## config.mk

```make
export PLATFORM = sky130hd
export DESIGN_NAME = writeback_arbiter
export DESIGN_NICKNAME = d
export VERILOG_FILES = /design/src/rtl/writeback_arbiter.sv
export SDC_FILE = /design/constraint.sdc
export NUM_CORES = 1
export LEC_CHECK = 0
export ABC_CLOCK_PERIOD_IN_PS = 19200
export CAP_MARGIN = 25
export CORE_MARGIN = 5
export CORE_UTILIZATION = 45
export DETAILED_ROUTE_END_ITERATION = 8
export DONT_BUFFER_PORTS = 1
export PLACE_DENSITY = 0.57
export SLEW_MARGIN = 20
export SYNTH_ARGS = -nofsm -noshare
export SYNTH_HDL_FRONTEND = slang
export SYNTH_SLANG_ARGS = --single-unit
```

## constraint.sdc

```tcl
create_clock -name clock_i -period 19.2 [get_ports clock_i]
set_input_delay 2.88 -clock clock_i [delete_from_list [all_inputs] [get_ports clock_i]]
set_output_delay 2.88 -clock clock_i [all_outputs]
set_load 0.01 [all_outputs]
```

## src/rtl/writeback_arbiter.sv

```systemverilog
`timescale 1ns / 1ps
// -----------------------------------------------------------------------------
// writeback_arbiter
//
// Collects writeback offers from three execution units (index 0 = FX,
// 1 = LdSt, 2 = Branch). Each unit owns a one-entry holding buffer. Every
// cycle at most one held entry is granted, and its bundle is registered onto
// the register-unit writeback outputs at the next rising edge.
//
// Configuration macro:
//   WB_ROUND_ROBIN_EN  defined   -> round-robin arbitration; the search starts
//                                   one past the last granted unit.
//                      undefined -> fixed priority LdSt > FX > Branch.
//
// Ports:
//   clock_i, reset_i                      clock, synchronous active-high reset
//   reqValid_i / reqReady_o [2:0]         per-unit offer handshake
//   reqReg{1,2}Data_i   [3*addressSize]   data, slice k belongs to unit k
//   reqReg{1,2}Addr_i   [3*regWidth]      register addresses, packed per unit
//   reqReg{1,2}Wb_i, reqIs64Bit_i [2:0]   write flags and mode bit per unit
//   wbValid_o                             writeback bundle valid this cycle
//   regWritebackFunctionalUnitCode_o      unit code of the granted unit
//   reg{1,2}WritebackData_o/Address_o     granted data and addresses
//   reg{1,2}isWriteback_o                 write strobes (flag AND wbValid_o)
//   is64Bit_o                             mode bit of the granted unit
//   grantCount_o [15:0]                   wrapping count of grants
// -----------------------------------------------------------------------------
module writeback_arbiter #(
    parameter int         addressSize    = 64,
    parameter int         regWidth       = 5,
    parameter logic [2:0] FXUnitCode     = 3'd0,
    parameter logic [2:0] LdStUnitCode   = 3'd2,
    parameter logic [2:0] BranchUnitCode = 3'd3
) (
    input  logic                       clock_i,
    input  logic                       reset_i,
    input  logic [2:0]                 reqValid_i,
    output logic [2:0]                 reqReady_o,
    input  logic [3*addressSize-1:0]   reqReg1Data_i,
    input  logic [3*addressSize-1:0]   reqReg2Data_i,
    input  logic [3*regWidth-1:0]      reqReg1Addr_i,
    input  logic [3*regWidth-1:0]      reqReg2Addr_i,
    input  logic [2:0]                 reqReg1Wb_i,
    input  logic [2:0]                 reqReg2Wb_i,
    input  logic [2:0]                 reqIs64Bit_i,
    output logic                       wbValid_o,
    output logic [2:0]                 regWritebackFunctionalUnitCode_o,
    output logic [addressSize-1:0]     reg1WritebackData_o,
    output logic [addressSize-1:0]     reg2WritebackData_o,
    output logic [regWidth-1:0]        reg1WritebackAddress_o,
    output logic [regWidth-1:0]        reg2WritebackAddress_o,
    output logic                       reg1isWriteback_o,
    output logic                       reg2isWriteback_o,
    output logic                       is64Bit_o,
    output logic [15:0]                grantCount_o
);

    localparam int NumReq = 3;

    typedef struct packed {
        logic [addressSize-1:0] reg1_data;
        logic [addressSize-1:0] reg2_data;
        logic [regWidth-1:0]    reg1_addr;
        logic [regWidth-1:0]    reg2_addr;
        logic                   reg1_wb;
        logic                   reg2_wb;
        logic                   is64;
    } wb_entry_t;

    wb_entry_t [NumReq-1:0] entry_q, entry_d;
    logic [NumReq-1:0]      held_q, held_d;
    logic [NumReq-1:0]      grant;
    logic [NumReq-1:0]      xfer;

    wb_entry_t  sel_entry;
    logic [2:0] sel_code;

    logic                   wb_valid_q, wb_valid_d;
    logic [2:0]             unit_code_q, unit_code_d;
    wb_entry_t              out_entry_q, out_entry_d;
    logic [15:0]            grant_count_q, grant_count_d;

    // -------------------------------------------------------------------------
    // Arbitration
    // -------------------------------------------------------------------------
`ifdef WB_ROUND_ROBIN_EN
    // rr_ptr_q is the first unit searched this cycle: one past the last grant.
    logic [1:0] rr_ptr_q, rr_ptr_d;
    logic       found;

    function automatic logic [1:0] rr_index(input logic [1:0] base, input logic [1:0] offset);
        logic [2:0] sum;
        sum = {1'b0, base} + {1'b0, offset};
        if (sum >= 3'd3) begin
            sum = sum - 3'd3;
        end
        return sum[1:0];
    endfunction

    always_comb begin
        grant = '0;
        found = 1'b0;
        for (int i = 0; i < NumReq; i++) begin
            if (!found && held_q[rr_index(rr_ptr_q, 2'(i))]) begin
                grant[rr_index(rr_ptr_q, 2'(i))] = 1'b1;
                found = 1'b1;
            end
        end
    end

    always_comb begin
        rr_ptr_d = rr_ptr_q;
        if (grant[0]) begin
            rr_ptr_d = 2'd1;
        end else if (grant[1]) begin
            rr_ptr_d = 2'd2;
        end else if (grant[2]) begin
            rr_ptr_d = 2'd0;
        end
    end

    always_ff @(posedge clock_i) begin
        if (reset_i) begin
            rr_ptr_q <= 2'd0;
        end else begin
            rr_ptr_q <= rr_ptr_d;
        end
    end
`else
    // Fixed priority LdSt > FX > Branch; a busy LdSt may starve the others.
    always_comb begin
        grant = '0;
        if (held_q[1]) begin
            grant[1] = 1'b1;
        end else if (held_q[0]) begin
            grant[0] = 1'b1;
        end else if (held_q[2]) begin
            grant[2] = 1'b1;
        end
    end
`endif

    // A granted buffer drains at this edge, so it can take a new offer in the
    // same edge; this gives back-to-back throughput per unit.
    assign reqReady_o = reset_i ? '0 : (~held_q | grant);
    assign xfer       = reqValid_i & reqReady_o;

    // -------------------------------------------------------------------------
    // Holding buffers
    // -------------------------------------------------------------------------
    // NOTE: every variable written in an always_comb gets a default first, so
    // no path leaves it unassigned and no latch is inferred.
    always_comb begin
        for (int k = 0; k < NumReq; k++) begin
            entry_d[k] = entry_q[k];
            held_d[k]  = held_q[k] & ~grant[k];
            if (xfer[k]) begin
                entry_d[k].reg1_data = reqReg1Data_i[k*addressSize +: addressSize];
                entry_d[k].reg2_data = reqReg2Data_i[k*addressSize +: addressSize];
                entry_d[k].reg1_addr = reqReg1Addr_i[k*regWidth +: regWidth];
                entry_d[k].reg2_addr = reqReg2Addr_i[k*regWidth +: regWidth];
                entry_d[k].reg1_wb   = reqReg1Wb_i[k];
                entry_d[k].reg2_wb   = reqReg2Wb_i[k];
                entry_d[k].is64      = reqIs64Bit_i[k];
                held_d[k]            = 1'b1;
            end
        end
    end

    // -------------------------------------------------------------------------
    // Output bundle selection
    // -------------------------------------------------------------------------
    always_comb begin
        sel_entry = '0;
        sel_code  = FXUnitCode;
        if (grant[1]) begin
            sel_entry = entry_q[1];
            sel_code  = LdStUnitCode;
        end else if (grant[2]) begin
            sel_entry = entry_q[2];
            sel_code  = BranchUnitCode;
        end else if (grant[0]) begin
            sel_entry = entry_q[0];
            sel_code  = FXUnitCode;
        end
    end

    // Data, address, code and mode hold their last values when idle.
    always_comb begin
        wb_valid_d    = |grant;
        unit_code_d   = unit_code_q;
        out_entry_d   = out_entry_q;
        grant_count_d = grant_count_q;
        if (|grant) begin
            unit_code_d   = sel_code;
            out_entry_d   = sel_entry;
            grant_count_d = grant_count_q + 16'd1;
        end
    end

    // -------------------------------------------------------------------------
    // State registers
    // -------------------------------------------------------------------------
    // NOTE: sequential state uses non-blocking assignments so every flop
    // samples the pre-edge value of every other flop.
    always_ff @(posedge clock_i) begin
        if (reset_i) begin
            held_q        <= '0;
            wb_valid_q    <= 1'b0;
            unit_code_q   <= 3'd0;
            out_entry_q   <= '0;
            grant_count_q <= 16'd0;
        end else begin
            held_q        <= held_d;
            wb_valid_q    <= wb_valid_d;
            unit_code_q   <= unit_code_d;
            out_entry_q   <= out_entry_d;
            grant_count_q <= grant_count_d;
        end
    end

    // NOTE: buffer payloads are not reset; held_q alone says whether an entry
    // is live, so clearing it is enough to drop buffered writes.
    always_ff @(posedge clock_i) begin
        entry_q <= entry_d;
    end

    assign wbValid_o                        = wb_valid_q;
    assign regWritebackFunctionalUnitCode_o = unit_code_q;
    assign reg1WritebackData_o              = out_entry_q.reg1_data;
    assign reg2WritebackData_o              = out_entry_q.reg2_data;
    assign reg1WritebackAddress_o           = out_entry_q.reg1_addr;
    assign reg2WritebackAddress_o           = out_entry_q.reg2_addr;
    assign reg1isWriteback_o                = out_entry_q.reg1_wb & wb_valid_q;
    assign reg2isWriteback_o                = out_entry_q.reg2_wb & wb_valid_q;
    assign is64Bit_o                        = out_entry_q.is64;
    assign grantCount_o                     = grant_count_q;

endmodule

```

# After elaboration in Yosys (flattened, before gate mapping)
# Index checks and enable logic that the tools add are counted.
op_classes:
  addsub: 1
  mul: 0
  div: 0
  order_cmp: 0
  n_eq_ne: 0
  shifts: 0
  muxes: 15
  bitwise_logic: 11
  reduce_logical: 1
op_table:
  columns: ["op", "count"]
  rows:
  - ["$mux W141", 3]
  - ["$add A16 B1 Y16 const B", 1]
  - ["$mux W1", 9]
  - ["$and A1 B1 Y1", 5]
  - ["$mux W2", 2]
  - ["$and A3 B3 Y3", 1]
  - ["$mux W3", 1]
  - ["$not A1 Y1", 3]
  - ["$not A3 Y3", 1]
  - ["$or A3 B3 Y3", 1]
  - ["$reduce_or A3 Y1", 1]
word_totals:
  regBits: 587
  latch_bits: 0
  ram_bits: 0
  romBits: 0
  in_bits: 428
  output_inout_bits: 164
  elab_cells: 60
  n_memories: 0

# Depth between registers and ports, before layout
# Gate-level depths: netlist of the first run.
logic_depth:
  depth_word: 7
  ltp_mapped: 7
  mapped_depth_nobuf: 5

# Worst setup path after synthesis of the first run
# No wires, ideal clock.
synth_timing:
  path_kind: "in2reg"
  start: "in reset_i"
  end: "reg entry_q[141] in the netlist's numbering, enable pin"
  setup_ns: 0.658
  t_arrival_ns: 9.243
  required_ns: 18.542
  slack_ns: 9.299
  cell_stages: 2
  n_path_buf: 1
  cell_sequence: "clkbuf_1 -> nor2b_1"
synth_via:
  elab_chain_len: 2
synth_rtl:
  columns: ["element", "line_no", "text"]
  rows:
  - ["start: declaration", "36", "input logic reset_i,"]
  - ["$mux W3", "145", "assign reqReady_o = reset_i ? '0 : (~held_q | grant);"]
  - ["$and A3 B3 Y3", "146", "assign xfer = reqValid_i & reqReady_o;"]
  - ["end signal: assignment", "225", "entry_q <= entry_d;"]
  - ["end: declaration", "70", "wb_entry_t [NumReq-1:0] entry_q, entry_d;"]
# No other way between the ends.
# A chain may end at the register's enable or synchronous reset.

# Worst setup path in the final report of the first run
layout_timing:
  start: "in reset_i"
  end: "out reqReady_o[1]"
layout_via:
  elab_chain_len: 1
layout_rtl:
  columns: ["element", "line_no", "text"]
  rows:
  - ["$mux W3", "145", null]
  - ["end: declaration", "38", "output logic [2:0] reqReady_o,"]
# No other way between the ends.

==> results of run 1 <==
==> worst paths after layout <==
check / slack, ns / depth (start not counted) / to
min reg2reg: 0.52 / 1 / out_entry_q[1]
max: 12.89 / 1 / reqReady_o[1]
min: 0.52 / 1 / out_entry_q[1]
max reg2reg: 16.16 / 6 / grantCount_o[4]
==> layer usage <==
metal | GRT usage | vias to the layer above
met5 | 0 | -
met4 | 0.0728 | 38
met3 | 0.0913 | 136
met2 | 0.348 | 507
met1 | 0.238 | 5984
li1 | - | 5460
==> power breakdown <==
part	internal [mW]	switching [mW]
clock network	0.733	0.482
registers	1.44	0.0563
logic	0.0476	0.0842
==> sequential cells by signal (all words and copies together) (netlist names), 3 cells and up <==
register and flops:
entry_q 423, grantCount_o 16, held_q 3, reg1WritebackAddress_o 5
reg1WritebackData_o 64, reg2WritebackAddress_o 5, reg2WritebackData_o 64
==> cells by family (layout without fill, tap and decap cells) <==
group | after synthesis | in the layout | synth area share
AOI/OAI and AO/OA | 436 | 436 | 0.124
xor gates and xnor gates | 12 | 12 | 0.00476
adders and majority gates | 1 | 1 | 0.000567
buffers and inverters | 253 | 134 | 0.0679
DFF | 586 | 586 | 0.723
muxes | 1 | 1 | 0.000454
other | 1 | 26 | 0.000170
and+or+nand+nor | 286 | 286 | 0.0785
==> worst reg2reg max path: stages (launching register included) <==
cell	delay, ns
dfxtp_4	0.52
buf_4	0.81
or3_2	0.76
buf_4	0.46
nand4_1	0.17
xor2_1	0.17
nor2_1	0.09
==> layout make-up <==
class | instances | area [sq um]
well taps | 664 | 831
multi-input cells | 737 | 4630
repair buffers | 19 | 183
fillers | 4173 | 25000
inverters | 5 | 21.3
clock buffers | 82 | 1720
diodes | 25 | 62.6
flip-flops and latches | 586 | 16000
clock inverters | 28 | 377
==> metrics by stage <==
step / total power, mW / instance area [sq um] / utilization / setup WS [ns]
2_1_floorplan: 1.64 / 22100 / - / 9.30
3_3_place_gp: 1.65 / 21600 / 0.443 / 12.85
3_5_place_dp: 1.66 / 21600 / 0.443 / 12.85
4_1_cts: 2.87 / 23700 / 0.486 / 12.86
5_1_grt: 2.95 / 23800 / 0.488 / 12.83
6_report: 2.84 / 23800 / 0.488 / 12.89
==> synthesized netlist by cell type, types with 11 or more instances <==
cell type    n  share of area
edfxtp_1   423           0.58
dfxtp_1    163           0.15
o21ai_0    142          0.032
buf_4      139          0.047
a21oi_1     98          0.022
and2_1      96          0.027
nor3b_1     92          0.031
a22oi_1     91          0.031
clkbuf_1    76          0.013
nand2_1     54         0.0092
o211a_1     50          0.023
o22ai_1     50          0.014
buf_2       22         0.0050
nor2_1      20         0.0034
buf_1       11         0.0019
==> impl_metrics.csv, run 1 <==
group,metric,value,unit
timing,holdWs,0.516,ns
timing,tns,0,ns
synth,syn_area,22100,sq um
placed_design,place_congestion,0.833,
drt,vias_per_cell,5.65,
clock_network,insertion_delay,0.60,ns
floorplan,io_pins,592,
drt,ant_nets,0,
clock_network,htreeDepth,2,
drt,drtIter0Drc,872,
timing,slew_violations,0,
synth,syn_area_per_cell,14.0,sq um
global_routing,antenna_found_initial,41,
pwr,p_per_area,119,nW/um^2
min_path,worstHoldStart,"out_entry_q[1]",
clock_network,clkTransAtPathRegs,0.06,ns
setup_path,timing.rr.start,"held_q[0]",
floorplan,initial_core_util,0.453,
drt,routed-wl-met3,6.13,mm
clock_network,postCtsHoldBufs,0,
timing,hold_viol_final,0,
setup_path,critPathKind,"in -> out",
finish,area_growth,7.81,%
setup_path,slowest_stage,"inv_4",
timing,rsz0062_at_grt,"no",
synth,async_flop_share,0,
pwr,power_leakage,8.09,nW
drt,top_layer_used,"met5",
setup_path,crit_chain,"inv_4",
setup_path,max_stage_delay,0.54,ns
finish,fin_cells,2146,
global_routing,grt_pass1_vias,12233,
timing,fin_crit_sh,0.329,
flow_run,drv_cap,0,
drt,via_count,12125,
synth,synth-warning-count,0,
placed_design,placed_cells,2010,
timing,finalClockSkew,0.0147,ns
setup_path,critPathBufInv,1,
global_routing,grt_pass1_wl,83.0,mm
clock_network,cts.sinks,586,
timing,relSlewSlack,0.312,
global_routing,grt_max_degree,93,
timing,worst_slew_pin_slew,1.03,ns
min_path,hold_path.class,"reg -> reg",
setup_path,cp-end-kind,"output pin",
run_status,status,"completed",
global_routing,grt_util_all_layers,0.208,
setup_path,cp-start-kind,"input pin",
placed_design,post-dp-hpwl,38.2,mm
finish,final_cell_mix,"edfxtp_1, dfxtp_1, o21ai_0",
pwr,ir_drop,0.0000910,V
placed_design,port_buffers,0,
drt,drc,0,
finish,nNetsFinal,1836,
clock_network,cts_buffers,58,
synth,synth_seq_cells,586,
floorplan,die-area,53600,sq um
synth,synth_edf_count,423,
drt,wl_met1,21.1,mm
timing,fin_crit,6.31,ns
setup_path,crit_family,"buffers and inverters",
setup_path,crit_path_start,"reset_i",
drt,drt_pass1_iterations,5,
synth,yosysSeqAreaShare,0.723,
synth,syn_inst,1576,
clock_network,clock-root-buffer,"clkbuf_16",
floorplan,die_x,231,microns
floorplan,row_count,81,
global_routing,overflow,0,
setup_path,worstPathMaxFanout,68,
drt,wl_met2,29.4,mm
floorplan,core_area,48700,sq um
drt,wirelength,58.4,mm
floorplan,fp.dieH,231,microns
setup_path,arrival,3.43,ns
synth,ys_types,38,
clock_network,cts_buffer_depth,3,
drt,wl_per_cell,27.2,microns
clock_network,postCtsSetupRepairBufs,0,
finish,drive_gt1_frac,0.0906,
timing,fmax,0.159,GHz
setup_path,required,16.32,ns
synth,synthFlopType,"edfxtp_1",
clock_network,cts-resized-gates,0,
clock_network,cts_tree,"yes",
synth,synth_fp_nets,2005,
timing,finalSetupViolCount,0,
finish,final_common_cell,"edfxtp_1",
(Power assumes the default switching activity.)
==> run 2: changes to the inputs <==
Settings changed: ABC_CLOCK_PERIOD_IN_PS 19200 to 6200.
Clock period 19.2 ns to 6.2 ns, I/O delays scaled along.
==> run 2 against run 1 <==
Net effect:
- clock power grew to 2.9 times the previous value
- first-iteration DRC count is 5.5% lower
- global-route usage is 0.20 points lower
- power grew to 3.0 times the previous value
- final area is 0.88% lower
- clock-buffer cell count stayed put
- die area stayed put
- register-to-register slack worse by 13 ns
- sequential power grew to 3.1 times the previous value
- wire length is 0.43% lower
- combinational power grew to 3.0 times the previous value
==> impl_metrics.csv, run 2 (synthesis gave the netlist of run 1 again) <==
group,metric,value,unit
setup_path,r2r_end,"grantCount_o[4]",
setup_path,crit_chain,"buf_4, buf_4, or3_2, buf_4, nand4_1, xor2_1, nor2_1",
drt,wirelength,58.1,mm
setup_path,worstPathMaxFanout,95,
min_path,hold_end,"held_q[1]",
min_path,worstHoldStart,"reset_i",
floorplan,fp.dieH,231,microns
floorplan,die_x,231,microns
pwr,p_per_area,361,nW/um^2
pwr,ir_drop,0.000249,V
floorplan,die-area,53600,sq um
setup_path,rrSetupSlack,2.70,ns
finish,drive_gt1_frac,0.0845,
min_path,hold_path.class,"in -> reg",
drt,wl_per_cell,27.0,microns
clock_network,cts_buffers,60,
clock_network,insertion_delay,0.61,ns
clock_network,htreeDepth,2,
timing,slew_violations,0,
placed_design,port_buffers,0,
placed_design,post-dp-hpwl,36.8,mm
placed_design,place_congestion,0.888,
finish,area_growth,6.85,%
setup_path,cp-end-kind,"flop",
setup_path,cp_common_cell,"buf_4",
clock_network,cts-resized-gates,0,
timing,holdWs,0.397,ns
timing,rsz0062_at_grt,"no",
drt,drt_pass1_iterations,5,
setup_path,timing.rr.start,"held_q[1]",
global_routing,overflow,0,
global_routing,grt_util_all_layers,0.206,
pwr,power_leakage,7.99,nW
clock_network,clkTransAtPathRegs,0.06,ns
pwr,power,8.52,mW
timing,finalSetupViolCount,0,
drt,ant_nets,0,
drt,drtIter0Drc,824,
clock_network,clock-root-buffer,"clkbuf_16",
setup_path,critPathKind,"reg -> reg",
clock_network,cts_tree,"yes",
timing,hold_viol_final,0,
floorplan,io_pins,592,
finish,final_cell_mix,"edfxtp_1, dfxtp_1, o21ai_0",
floorplan,row_count,81,
floorplan,core_area,48700,sq um
placed_design,placed_cells,2007,
clock_network,postCtsSetupRepairBufs,0,
timing,tns,0,ns
setup_path,cp-start-kind,"flop",
setup_path,arrival,4.04,ns
min_path,whs_path_depth,1,
timing,fmax,0.286,GHz
finish,largest_register_ffs,423,
global_routing,antenna_found_initial,42,
finish,nNetsFinal,1834,
timing,relSlewSlack,0.295,
timing,worst_slew_pin_slew,1.06,ns
setup_path,max_stage_delay,0.79,ns
finish,fin_util,0.484,
timing,fin_crit_sh,0.565,
finish,top_register,"entry_q",
global_routing,grt_pass1_wl,82.6,mm
run_status,status,"completed",
clock_network,cts.sinks,586,
finish,fin_cells,2149,
global_routing,grt_pass1_vias,12186,
timing,finalClockSkew,0.0174,ns
setup_path,r2r_cells,7,
setup_path,required,6.73,ns
drt,drc,0,
flow_run,drv_cap,0,
timing,fin_crit,3.50,ns
finish,final_common_cell,"edfxtp_1",
clock_network,postCtsHoldBufs,0,
global_routing,grt_max_degree,142,
floorplan,initial_core_util,0.453,
drt,via_count,12012,
setup_path,slowest_stage,"buf_4",
clock_network,cts_buffer_depth,3,
drt,vias_per_cell,5.59,
run 2: changes by cell type in the layout (fill, tap and decap cells not counted), moves of 4 or more:
| cell | before | now |
|---|---|---|
| clkinv_2 | 7 | 16 |
| bufinv_16 | 8 | 3 |
| buf_4 | 17 | 13 |
| clkbuf_1 | 10 | 14 |
| clkbuf_8 | 11 | 7 |
| clkinv_1 | 4 | 8 |
| diode_2 | 25 | 29 |
run 2: metrics by stage:
step	worst slack (ns)	area, sq um
2_1_floorplan	0.985	22100
3_3_place_gp	2.64	21600
3_5_place_dp	2.63	21600
4_1_cts	2.61	23500
5_1_grt	2.37	23600
6_report	2.70	23600
run 2: layout make-up:
type	count	area [sq um]
antenna	29	72.6
clock buffer	82	1680
clock inverter	31	241
fill	4162	25200
inverter	5	21.3
multi-input combinational	737	4630
sequential	586	16000
tap	664	831
timing repair buffer	15	138
run 2: how the worst max path moves through the flow:
stage	cells past startpoint	from	end	slack, ns
final	7	held_q[1]	grantCount_o[4]	2.70
after global routing	7	held_q[1]	grantCount_o[4]	2.37
after CTS	7	held_q[1]	grantCount_o[4]	2.61
after detailed placement	7	held_q[1]	grantCount_o[4]	2.63
after global placement	7	held_q[1]	grantCount_o[4]	2.64
after floorplan	2	reset_i	entry_q[141]	0.99
run 2: routing by layer:
metal  GRT usage  routed length [microns]
met5     0.00551                      169
met4      0.0830                     1850
met3      0.0921                     6210
met2       0.341                    28900
met1       0.233                    21000
run 2: report_power, final:
part,internal [mW],switching (mW)
Combinational,0.145,0.253
Clock,2.01,1.47
Sequential,4.45,0.183
run 2: worst max-delay path, delay by kind of cell (launching register included):
kind	cells	cell delay, ns
buf+inv	3	1.89
flops	1	0.69
simple gates	3	0.55
xor+xnor	1	0.18
